$ cat config.mk
export PLATFORM = sky130hd
export DESIGN_NAME = vga_frame_monitor
export DESIGN_NICKNAME = d
export VERILOG_FILES = /design/src/rtl/vga_mon_pkg.sv /design/src/rtl/vga_sync_edge.sv /design/src/rtl/vga_frame_monitor.sv
export SDC_FILE = /design/constraint.sdc
export NUM_CORES = 1
export LEC_CHECK = 0
export ABC_AREA = 1
export CORE_ASPECT_RATIO = 1.75
export CORE_MARGIN = 1
export CORE_UTILIZATION = 50
export CTS_CLUSTER_DIAMETER = 30
export DETAILED_ROUTE_END_ITERATION = 10
export GPL_ROUTABILITY_DRIVEN = 0
export HOLD_SLACK_MARGIN = 0.08
export PLACE_DENSITY = 0.76
export SETUP_SLACK_MARGIN = 0.2
export SYNTH_ARGS = -nofsm -noshare
export SYNTH_HDL_FRONTEND = slang
export SYNTH_HIERARCHICAL = 1
export SYNTH_SLANG_ARGS = --single-unit
$ cat constraint.sdc
create_clock -name clk -period 4.3 [get_ports clk]
set_clock_uncertainty 0.15 [all_clocks]
set_input_delay 0.86 -clock clk [delete_from_list [all_inputs] [get_ports clk]]
set_output_delay 0.86 -clock clk [all_outputs]
set_load 0.005 [all_outputs]
$ cat src/rtl/vga_mon_pkg.sv
// vga_mon_pkg: shared types and constants for the VGA frame monitor.
// Holds the monitor FSM states, the 640x480 timing defaults and the counter width.
package vga_mon_pkg;

    typedef enum logic [1:0] {
        SEARCH  = 2'd0,
        MEASURE = 2'd1,
        LOCKED  = 2'd2
    } mon_state_t;

    localparam int DEF_H_ACTIVE = 640;
    localparam int DEF_H_TOTAL  = 800;
    localparam int DEF_V_ACTIVE = 480;
    localparam int DEF_V_TOTAL  = 525;

    localparam int CNT_W = 12;
    localparam logic [CNT_W-1:0] CNT_MAX = '1;

    // Counters stick at full scale instead of wrapping.
    function automatic logic [CNT_W-1:0] sat_inc(input logic [CNT_W-1:0] v);
        return (v == CNT_MAX) ? v : v + CNT_W'(1);
    endfunction

endpackage

$ cat src/rtl/vga_sync_edge.sv
// vga_sync_edge: normalises one sync input to active-high and flags its assertion edge,
// comparing only successive valid pixel samples.
module vga_sync_edge #(
    parameter bit ACT_LOW = 1'b1
) (
    input  logic clk,
    input  logic raw_reset,
    input  logic sample_vld,
    input  logic sync_raw,
    output logic edge_det
);

    logic sync_norm;
    logic prev_q;

    assign sync_norm = ACT_LOW ? ~sync_raw : sync_raw;

    // NOTE: sequential state uses non-blocking assignments so every flop samples pre-edge values.
    always_ff @(posedge clk or negedge raw_reset) begin
        if (!raw_reset) begin
            prev_q <= 1'b0;
        end else if (sample_vld) begin
            prev_q <= sync_norm;
        end
    end

    assign edge_det = sample_vld & sync_norm & ~prev_q;

endmodule

$ cat src/rtl/vga_frame_monitor.sv
// vga_frame_monitor: measures per-frame VGA timing and locks when it matches the parameters.
// Define VGA_MON_CHECKSUM_EN to include the active-pixel frame checksum (otherwise frame_sum is 0).
module vga_frame_monitor
    import vga_mon_pkg::*;
#(
    parameter int H_ACTIVE     = DEF_H_ACTIVE,
    parameter int H_TOTAL      = DEF_H_TOTAL,
    parameter int V_ACTIVE     = DEF_V_ACTIVE,
    parameter int V_TOTAL      = DEF_V_TOTAL,
    parameter int SYNC_ACT_LOW = 1
) (
    input  logic             clk,
    input  logic             raw_reset,
    input  logic             pix_ce,
    input  logic [7:0]       VR,
    input  logic [7:0]       VG,
    input  logic [7:0]       VB,
    input  logic             blank_N,
    input  logic             H_Sync,
    input  logic             V_Sync,
    output logic             frame_valid,
    output logic [CNT_W-1:0] h_total_meas,
    output logic [CNT_W-1:0] h_active_meas,
    output logic [CNT_W-1:0] v_total_meas,
    output logic [CNT_W-1:0] v_active_meas,
    output logic [31:0]      frame_sum,
    output logic             timing_ok,
    output logic             locked,
    output logic [7:0]       err_cnt
);

    localparam logic [CNT_W-1:0] H_ACTIVE_C = CNT_W'(H_ACTIVE);
    localparam logic [CNT_W-1:0] H_TOTAL_C  = CNT_W'(H_TOTAL);
    localparam logic [CNT_W-1:0] V_ACTIVE_C = CNT_W'(V_ACTIVE);
    localparam logic [CNT_W-1:0] V_TOTAL_C  = CNT_W'(V_TOTAL);
    localparam bit               ACT_LOW    = (SYNC_ACT_LOW != 0);

    mon_state_t state_q, state_n;

    logic blank_q, hs_q, vs_q, vld_q;
    logic h_edge, v_edge, timeout, frame_end, match;

    logic [CNT_W-1:0] h_cnt_q, h_cnt_n, h_act_q, h_act_n;
    logic [CNT_W-1:0] line_tot_q, line_tot_n, line_act_q, line_act_n;
    logic [CNT_W-1:0] v_tot_q, v_tot_n, v_act_q, v_act_n;

    // vld_q marks the clk on which the input stage holds a fresh sample.
    always_ff @(posedge clk or negedge raw_reset) begin
        if (!raw_reset) begin
            vld_q   <= 1'b0;
            blank_q <= 1'b0;
            hs_q    <= 1'b0;
            vs_q    <= 1'b0;
        end else begin
            vld_q <= pix_ce;
            if (pix_ce) begin
                blank_q <= blank_N;
                hs_q    <= H_Sync;
                vs_q    <= V_Sync;
            end
        end
    end

    vga_sync_edge #(.ACT_LOW(ACT_LOW)) u_hs_edge (
        .clk        (clk),
        .raw_reset  (raw_reset),
        .sample_vld (vld_q),
        .sync_raw   (hs_q),
        .edge_det   (h_edge)
    );

    vga_sync_edge #(.ACT_LOW(ACT_LOW)) u_vs_edge (
        .clk        (clk),
        .raw_reset  (raw_reset),
        .sample_vld (vld_q),
        .sync_raw   (vs_q),
        .edge_det   (v_edge)
    );

    // An H edge closes the running line first, so a coincident V edge sees that line.
    always_comb begin
        // NOTE: every combinational output gets a default first, so no latch is inferred.
        h_cnt_n    = h_cnt_q;
        h_act_n    = h_act_q;
        line_tot_n = line_tot_q;
        line_act_n = line_act_q;
        v_tot_n    = v_tot_q;
        v_act_n    = v_act_q;
        if (vld_q) begin
            if (h_edge) begin
                line_tot_n = h_cnt_q;
                line_act_n = h_act_q;
                v_tot_n    = sat_inc(v_tot_q);
                if (h_act_q != '0) v_act_n = sat_inc(v_act_q);
                h_cnt_n    = CNT_W'(1);
                h_act_n    = CNT_W'(blank_q);
            end else begin
                h_cnt_n = sat_inc(h_cnt_q);
                if (blank_q) h_act_n = sat_inc(h_act_q);
            end
        end
    end

    assign match   = (line_tot_n == H_TOTAL_C) && (line_act_n == H_ACTIVE_C) &&
                     (v_tot_n == V_TOTAL_C) && (v_act_n == V_ACTIVE_C);
    assign timeout = vld_q && !h_edge && (h_cnt_q == CNT_MAX);

    always_comb begin
        state_n   = state_q;
        frame_end = 1'b0;
        if (timeout) begin
            state_n = SEARCH;
        end else if (v_edge) begin
            case (state_q)
                SEARCH:  state_n = MEASURE;
                MEASURE, LOCKED: begin
                    frame_end = 1'b1;
                    state_n   = match ? LOCKED : MEASURE;
                end
                default: state_n = SEARCH;
            endcase
        end
    end

    always_ff @(posedge clk or negedge raw_reset) begin
        if (!raw_reset) begin
            state_q       <= SEARCH;
            h_cnt_q       <= '0;
            h_act_q       <= '0;
            line_tot_q    <= '0;
            line_act_q    <= '0;
            v_tot_q       <= '0;
            v_act_q       <= '0;
            frame_valid   <= 1'b0;
            h_total_meas  <= '0;
            h_active_meas <= '0;
            v_total_meas  <= '0;
            v_active_meas <= '0;
            timing_ok     <= 1'b0;
            err_cnt       <= '0;
        end else begin
            state_q     <= state_n;
            frame_valid <= frame_end;
            h_cnt_q     <= h_cnt_n;
            h_act_q     <= h_act_n;
            line_tot_q  <= line_tot_n;
            line_act_q  <= line_act_n;
            if (v_edge || timeout) begin
                v_tot_q <= '0;
                v_act_q <= '0;
            end else begin
                v_tot_q <= v_tot_n;
                v_act_q <= v_act_n;
            end
            if (frame_end) begin
                h_total_meas  <= line_tot_n;
                h_active_meas <= line_act_n;
                v_total_meas  <= v_tot_n;
                v_active_meas <= v_act_n;
                timing_ok     <= match;
                if (!match && err_cnt != 8'hFF) err_cnt <= err_cnt + 8'd1;
            end
            if (timeout) timing_ok <= 1'b0;
        end
    end

    assign locked = (state_q == LOCKED);

`ifdef VGA_MON_CHECKSUM_EN
    logic [7:0]  vr_q, vg_q, vb_q;
    logic [9:0]  pix_sum;
    logic [31:0] sum_acc_q;

    assign pix_sum = 10'(vr_q) + 10'(vg_q) + 10'(vb_q);

    // The V-edge sample opens the new frame, mirroring how it opens a new line.
    always_ff @(posedge clk or negedge raw_reset) begin
        if (!raw_reset) begin
            vr_q      <= '0;
            vg_q      <= '0;
            vb_q      <= '0;
            sum_acc_q <= '0;
            frame_sum <= '0;
        end else begin
            if (pix_ce) begin
                vr_q <= VR;
                vg_q <= VG;
                vb_q <= VB;
            end
            if (frame_end) frame_sum <= sum_acc_q;
            if (timeout) begin
                sum_acc_q <= '0;
            end else if (v_edge) begin
                sum_acc_q <= blank_q ? 32'(pix_sum) : '0;
            end else if (vld_q && blank_q) begin
                sum_acc_q <= sum_acc_q + 32'(pix_sum);
            end
        end
    end
`else
    logic unused_colour;
    assign unused_colour = ^{VR, VG, VB};
    assign frame_sum     = '0;
`endif

endmodule
==> results.txt, run 1 <==
largest net degree at the start of global routing -> 90
Finish-stage setup viols -> 0
vias per inst -> 4.98
R2R Setup Slk -> 0.80 ns
Inserted Diodes -> 0
crit path DAT -> 3.66 ns
status -> finished, final reports clean
router iterations before antenna repair -> 7
Util after Layout -> 0.605
root buf cell -> clkbuf_16
final hold violations -> 0
Pins Over Slew Limit -> 0
Static Leak -> 4.00 nW
max_slew headroom -> 0.444
Yosys reg bits -> 138
dpl ws -> 0.816 ns
CTS Hold Bufs -> 0
via count -> 5,513
fraction of registers with async set/reset -> 1.00
WHS -> 0.328 ns
CTS tree -> yes
CTS Buf Count -> 17
Tmin final -> 3.50 ns
Clock Tree Buf Depth -> 2
most frequent cell on the critical path -> nand2_1
Total Power -> 3.93 mW
CP Max Fanout -> 51
Synth Cell Area -> 6930 um^2
Max H-tree Level -> 4
Die Height -> 158 um
sequential area share after synthesis -> 0.498
row count -> 56
Overall Global Routing Usage -> 0.215
first-pass GRT wire length -> 24,200 um
layout cell share with drive strength beyond 1 -> 0.0739
Hold Crit Depth -> 2
Final HPWL DP -> 10,200 um
Post-synth EDFFs -> 0
Synth Warn # -> 6
Initial Util -> 0.515
Worst Reg-to-Reg Cells -> 18
Post-CTS Setup Bufs -> 0
CP Class -> flop to flop
CP max stage delay -> 0.45 ns
achievable frequency -> 0.285 GHz
Fillers -> 1,189
total gr overflow -> 0
CP Capture Type -> flop
PwrDens -> 483 nW/um^2
cts repair resizes -> 0
post-synth top area share -> 0.498
crit start category -> flop
period utilisation layout -> 0.815
worst path required time -> 4.46 ns
multi-input logic area -> 2750 um^2
Core Region -> 13,500 um^2
chip width -> 91.0 um
DRC violations left -> 0
register area -> 3450 um^2
clk_lat worst skew -> 0.41 ns
worst-margin pin slew -> 0.833 ns
Final ANT Viol Nets -> 0
CP max stage cell -> o21ai_0
number of global-route vias before repair -> 5,216
most common cell after layout, fill and taps aside -> nand2_1
wire per inst -> 13.0 um
I/O pin cnt -> 121
post-synthesis area per instance -> 8.05 um^2
synth top area cells -> dfrtp_1 50%, nand2_1 14%, inv_1 5.9%
clk sink count -> 138
unrepaired setup endpoints after global routing -> false
post-synthesis to final-layout area growth -> 17.4%
DR iter-0 viols -> 321
MaxCap Viol Count -> 0
final WL -> 14,400 um
Setup TNS -> 0 ns
worst setup margin -> 0.795 ns
Mapped Cells -> 861
I/O Buffers -> 64
clock transition at the registers of the reported paths -> 0.06 ns
main flop type after synthesis -> dfrtp_1
leading area contributor after synthesis -> dfrtp_1
initial antenna violation count -> 0
commonest non-fill, non-tap cells in the layout -> 250 x nand2_1, 138 x dfrtp_1, 109 x inv_1
Yosys cell types -> 39
die area -> 14,400 um^2
Max rail drop VDD -> 0.297 mV
hold crit path type -> flop to flop
crit path cell chain -> inv_1, nand2_1, nor2_2, nand2_4, o21ai_0, nand2_1, nor2_1, nand2_1, nor2_1, nand3_1, nor2_1, nand3_1, nor2_2, nand2_1, nand2_2, inv_1, nand2_1, nand2_1
NumNets Final -> 961
[layout make-up]
class	count	area share
Clock buffer	24	0.0616
Clock inverter	7	0.0109
Inverter	112	0.0517
Multi-Input combinational cell	582	0.338
Sequential cell	138	0.424
Tap cell	174	0.0267
Timing Repair Buffer	71	0.0869
[critical path: cells and delay by family, from the launching register on]
family | cells | cell delay (ns)
AND/OR/NAND/NOR | 15 | 2.20
buffers and inverters | 2 | 0.21
AO/OA/AOI/OAI | 1 | 0.45
flip-flops | 1 | 0.37
[worst paths after layout]
kind / startpoint / end
max: hs_q / err_cnt[3]
min: h_active_meas[4] / h_active_meas[4]
max reg2reg: hs_q / err_cnt[3]
min reg2reg: h_active_meas[4] / h_active_meas[4]
max in group asynchronous: raw_reset / h_cnt_q[4]
min in group asynchronous: raw_reset / h_active_meas[10]
[synthesized netlist by cell type (2+ instances only)]
library cell	count
nor3_4	3
nand3b_1	3
inv_2	2
inv_1	109
nor2_1	79
nand3_2	2
o21ai_2	11
dfrtp_1	138
nor3_1	14
nand2_1	250
xnor2_1	4
nor4_1	4
nor3b_1	2
xor2_1	7
or2_2	2
buf_6	5
buf_8	2
ha_1	9
a21oi_1	12
nand3_1	38
buf_4	34
nand4_1	17
nor2_2	4
buf_1	2
buf_2	10
nand2_2	2
o21ai_0	67
clkbuf_1	7
o21ai_1	9
mux2_2	4
[where the power goes]
part	leakage [nW]	switching, mW	total (mW)	internal [mW]
sequential	1.83	0.138	1.66	1.52
combinational	1.88	0.445	0.822	0.377
clock	0.296	0.522	1.45	0.925
total	4.00	1.10	3.93	2.82
[layer usage]
layer | global-route usage | part of all wire
met3 | 0.0327 | 0.032
met5 | 0 | 0
met2 | 0.413 | 0.56
met1 | 0.230 | 0.39
met4 | 0.0922 | 0.024
[stage by stage]
step	cells	area (um^2)
6_report	1108	8140
5_1_grt	1108	8140
3_5_place_dp	1077	7550
3_3_place_gp	1077	7550
2_1_floorplan	892	7050
4_1_cts	1108	8140
[logic make-up after synthesis]
kind of cell	synth area share
multiplexers	0.00650
adder cells (fa/ha/maj)	0.0162
AND/OR/NAND/NOR	0.260
buffers and inverters	0.122
XOR/XNOR	0.0139
other	0.000541
AO/OA/AOI/OAI	0.0830
flip-flops	0.498
No activity file was read; power rests on OpenSTA's default activity.
==> inputs of run 2 (changes only) <==
- clock period: 4.3 -> 3.4 ns (I/O delays scaled with it)
==> results.txt, run 2 (same netlist as run 1, synthesis figures left out) <==
status -> finished, final reports clean
vias per inst -> 5.02
Static Leak -> 4.03 nW
met2 routed WL -> 8180 um
dpl ws -> 0.258 ns
Setup TNS -> 0 ns
fin area -> 8250 um^2
I/O Buffers -> 64
number of global-route vias before repair -> 5,578
hold crit path type -> flop to flop
Max rail drop VDD -> 0.541 mV
post-synthesis to final-layout area growth -> 19.0%
CTS Buf Count -> 17
router iterations before antenna repair -> 5
first-pass GRT wire length -> 25,100 um
crit start category -> flop
Final ANT Viol Nets -> 0
Clock Tree Buf Depth -> 2
final WL -> 14,800 um
die area -> 14,400 um^2
wire per inst -> 13.3 um
final hold violations -> 0
max_slew headroom -> 0.649
CP max stage cell -> dfrtp_2
met3 WL -> 449 um
crit path cell chain -> nand2_1, nor2_4, buf_4, inv_1, nand2_1, nor4_1, nand2_1, nor2_1, or2_2, inv_1, nand3_1, o21ai_0
Final HPWL DP -> 10,500 um
Inserted Diodes -> 0
routed metal-1 wirelength -> 5680 um
most frequent cell on the critical path -> nand2_1
commonest non-fill, non-tap cells in the layout -> 249 x nand2_1, 137 x dfrtp_1, 109 x inv_1
worst setup margin -> 0.415 ns
Pins Over Slew Limit -> 0
Fillers -> 1,176
Overall Global Routing Usage -> 0.221
clk_lat worst skew -> 0.42 ns
initial antenna violation count -> 0
most common cell after layout, fill and taps aside -> nand2_1
Core Region -> 13,500 um^2
placed inst area -> 7600 um^2
DR top layer -> met4
CTS tree -> yes
MaxCap Viol Count -> 0
DR iter-0 viols -> 315
clock transition at the registers of the reported paths -> 0.06 ns
Die Height -> 158 um
CP Max Fanout -> 21
largest net degree at the start of global routing -> 67
WHS -> 0.332 ns
period utilisation layout -> 0.878
CP Capture Type -> flop
CP max stage delay -> 0.45 ns
root buf cell -> clkbuf_16
row count -> 56
Initial Util -> 0.515
Tmin final -> 2.98 ns
Max H-tree Level -> 4
DRC violations left -> 0
unrepaired setup endpoints after global routing -> false
NumNets Final -> 970
crit path DAT -> 3.12 ns
PwrDens -> 605 nW/um^2
CP Class -> flop to flop
chip width -> 91.0 um
worst-margin pin slew -> 0.523 ns
Finish-stage setup viols -> 0
layout cell share with drive strength beyond 1 -> 0.0859
clk sink count -> 138
achievable frequency -> 0.335 GHz
I/O pin cnt -> 121
total gr overflow -> 0
worst path required time -> 3.53 ns
Util after Layout -> 0.613
via count -> 5,612
-- run 2: cell count changes in the layout (fill, tap and decap cells not counted), moves of 2 or more --
cell        delta
clkbuf_8       -5
clkinvlp_4     +2
clkinv_2       +2
buf_4          +7
-- run 2: cell type report --
cell class	instances	area (um^2)	area share
clock buffers	18	429	0.0520
clock inverters	13	153	0.0185
inverters	112	420	0.0510
multi-input cells	582	2780	0.338
flip-flops and latches	138	3450	0.419
well taps	174	218	0.0264
repair buffers	80	790	0.0957
-- run 2: path summary, 6_finish.rpt --
check                      slack (ns)  depth (start not counted)         startpoint                 to
max                              0.42                         12              vld_q          timing_ok
min                              0.33                          2  v_active_meas[10]  v_active_meas[10]
max reg2reg                      0.42                         12              vld_q          timing_ok
min reg2reg                      0.33                          2  v_active_meas[10]  v_active_meas[10]
max in group asynchronous        1.82                          3          raw_reset         v_act_q[5]
min in group asynchronous        0.60                          2          raw_reset    h_total_meas[1]
-- run 2: repair_timing --
action	in CTS	in global routing
setup buffers	0	3
setup endpoints to repair	0	8
gates resized for setup	0	7
hold buffers	1	0
hold endpoints to repair	44	0
-- run 2: through the flow --
| stage | instances | power, mW |
|---|---|---|
| 6_report | 1117 | 4.99 |
| 5_1_grt | 1117 | 5.27 |
| 4_1_cts | 1114 | 5.02 |
| 3_5_place_dp | 1082 | 3.17 |
| 3_3_place_gp | 1082 | 3.14 |
| 2_1_floorplan | 892 | 2.71 |
-- run 2: report_power, final --
| group | internal [mW] | switching, mW | leakage (nW) |
|---|---|---|---|
| clock | 1.14 | 0.680 | 0.285 |
| combinational | 0.485 | 0.580 | 1.92 |
| sequential | 1.92 | 0.181 | 1.83 |
| total | 3.55 | 1.44 | 4.03 |
-- run 2: per-layer routing --
layer  track usage  vias to the layer above
li1              -                     2782
met1         0.236                     2655
met2         0.413                      143
met3        0.0307                       32
met4         0.128                        0
met5             0                        -
-- run 2: worst max-delay path, delay by kind of cell (launching register included) --
family / cells / cell delay (ns)
buffers and inverters: 3 / 0.57
AND/OR/NAND/NOR: 8 / 1.59
flip-flops: 1 / 0.45
AO/OA/AOI/OAI: 1 / 0.09
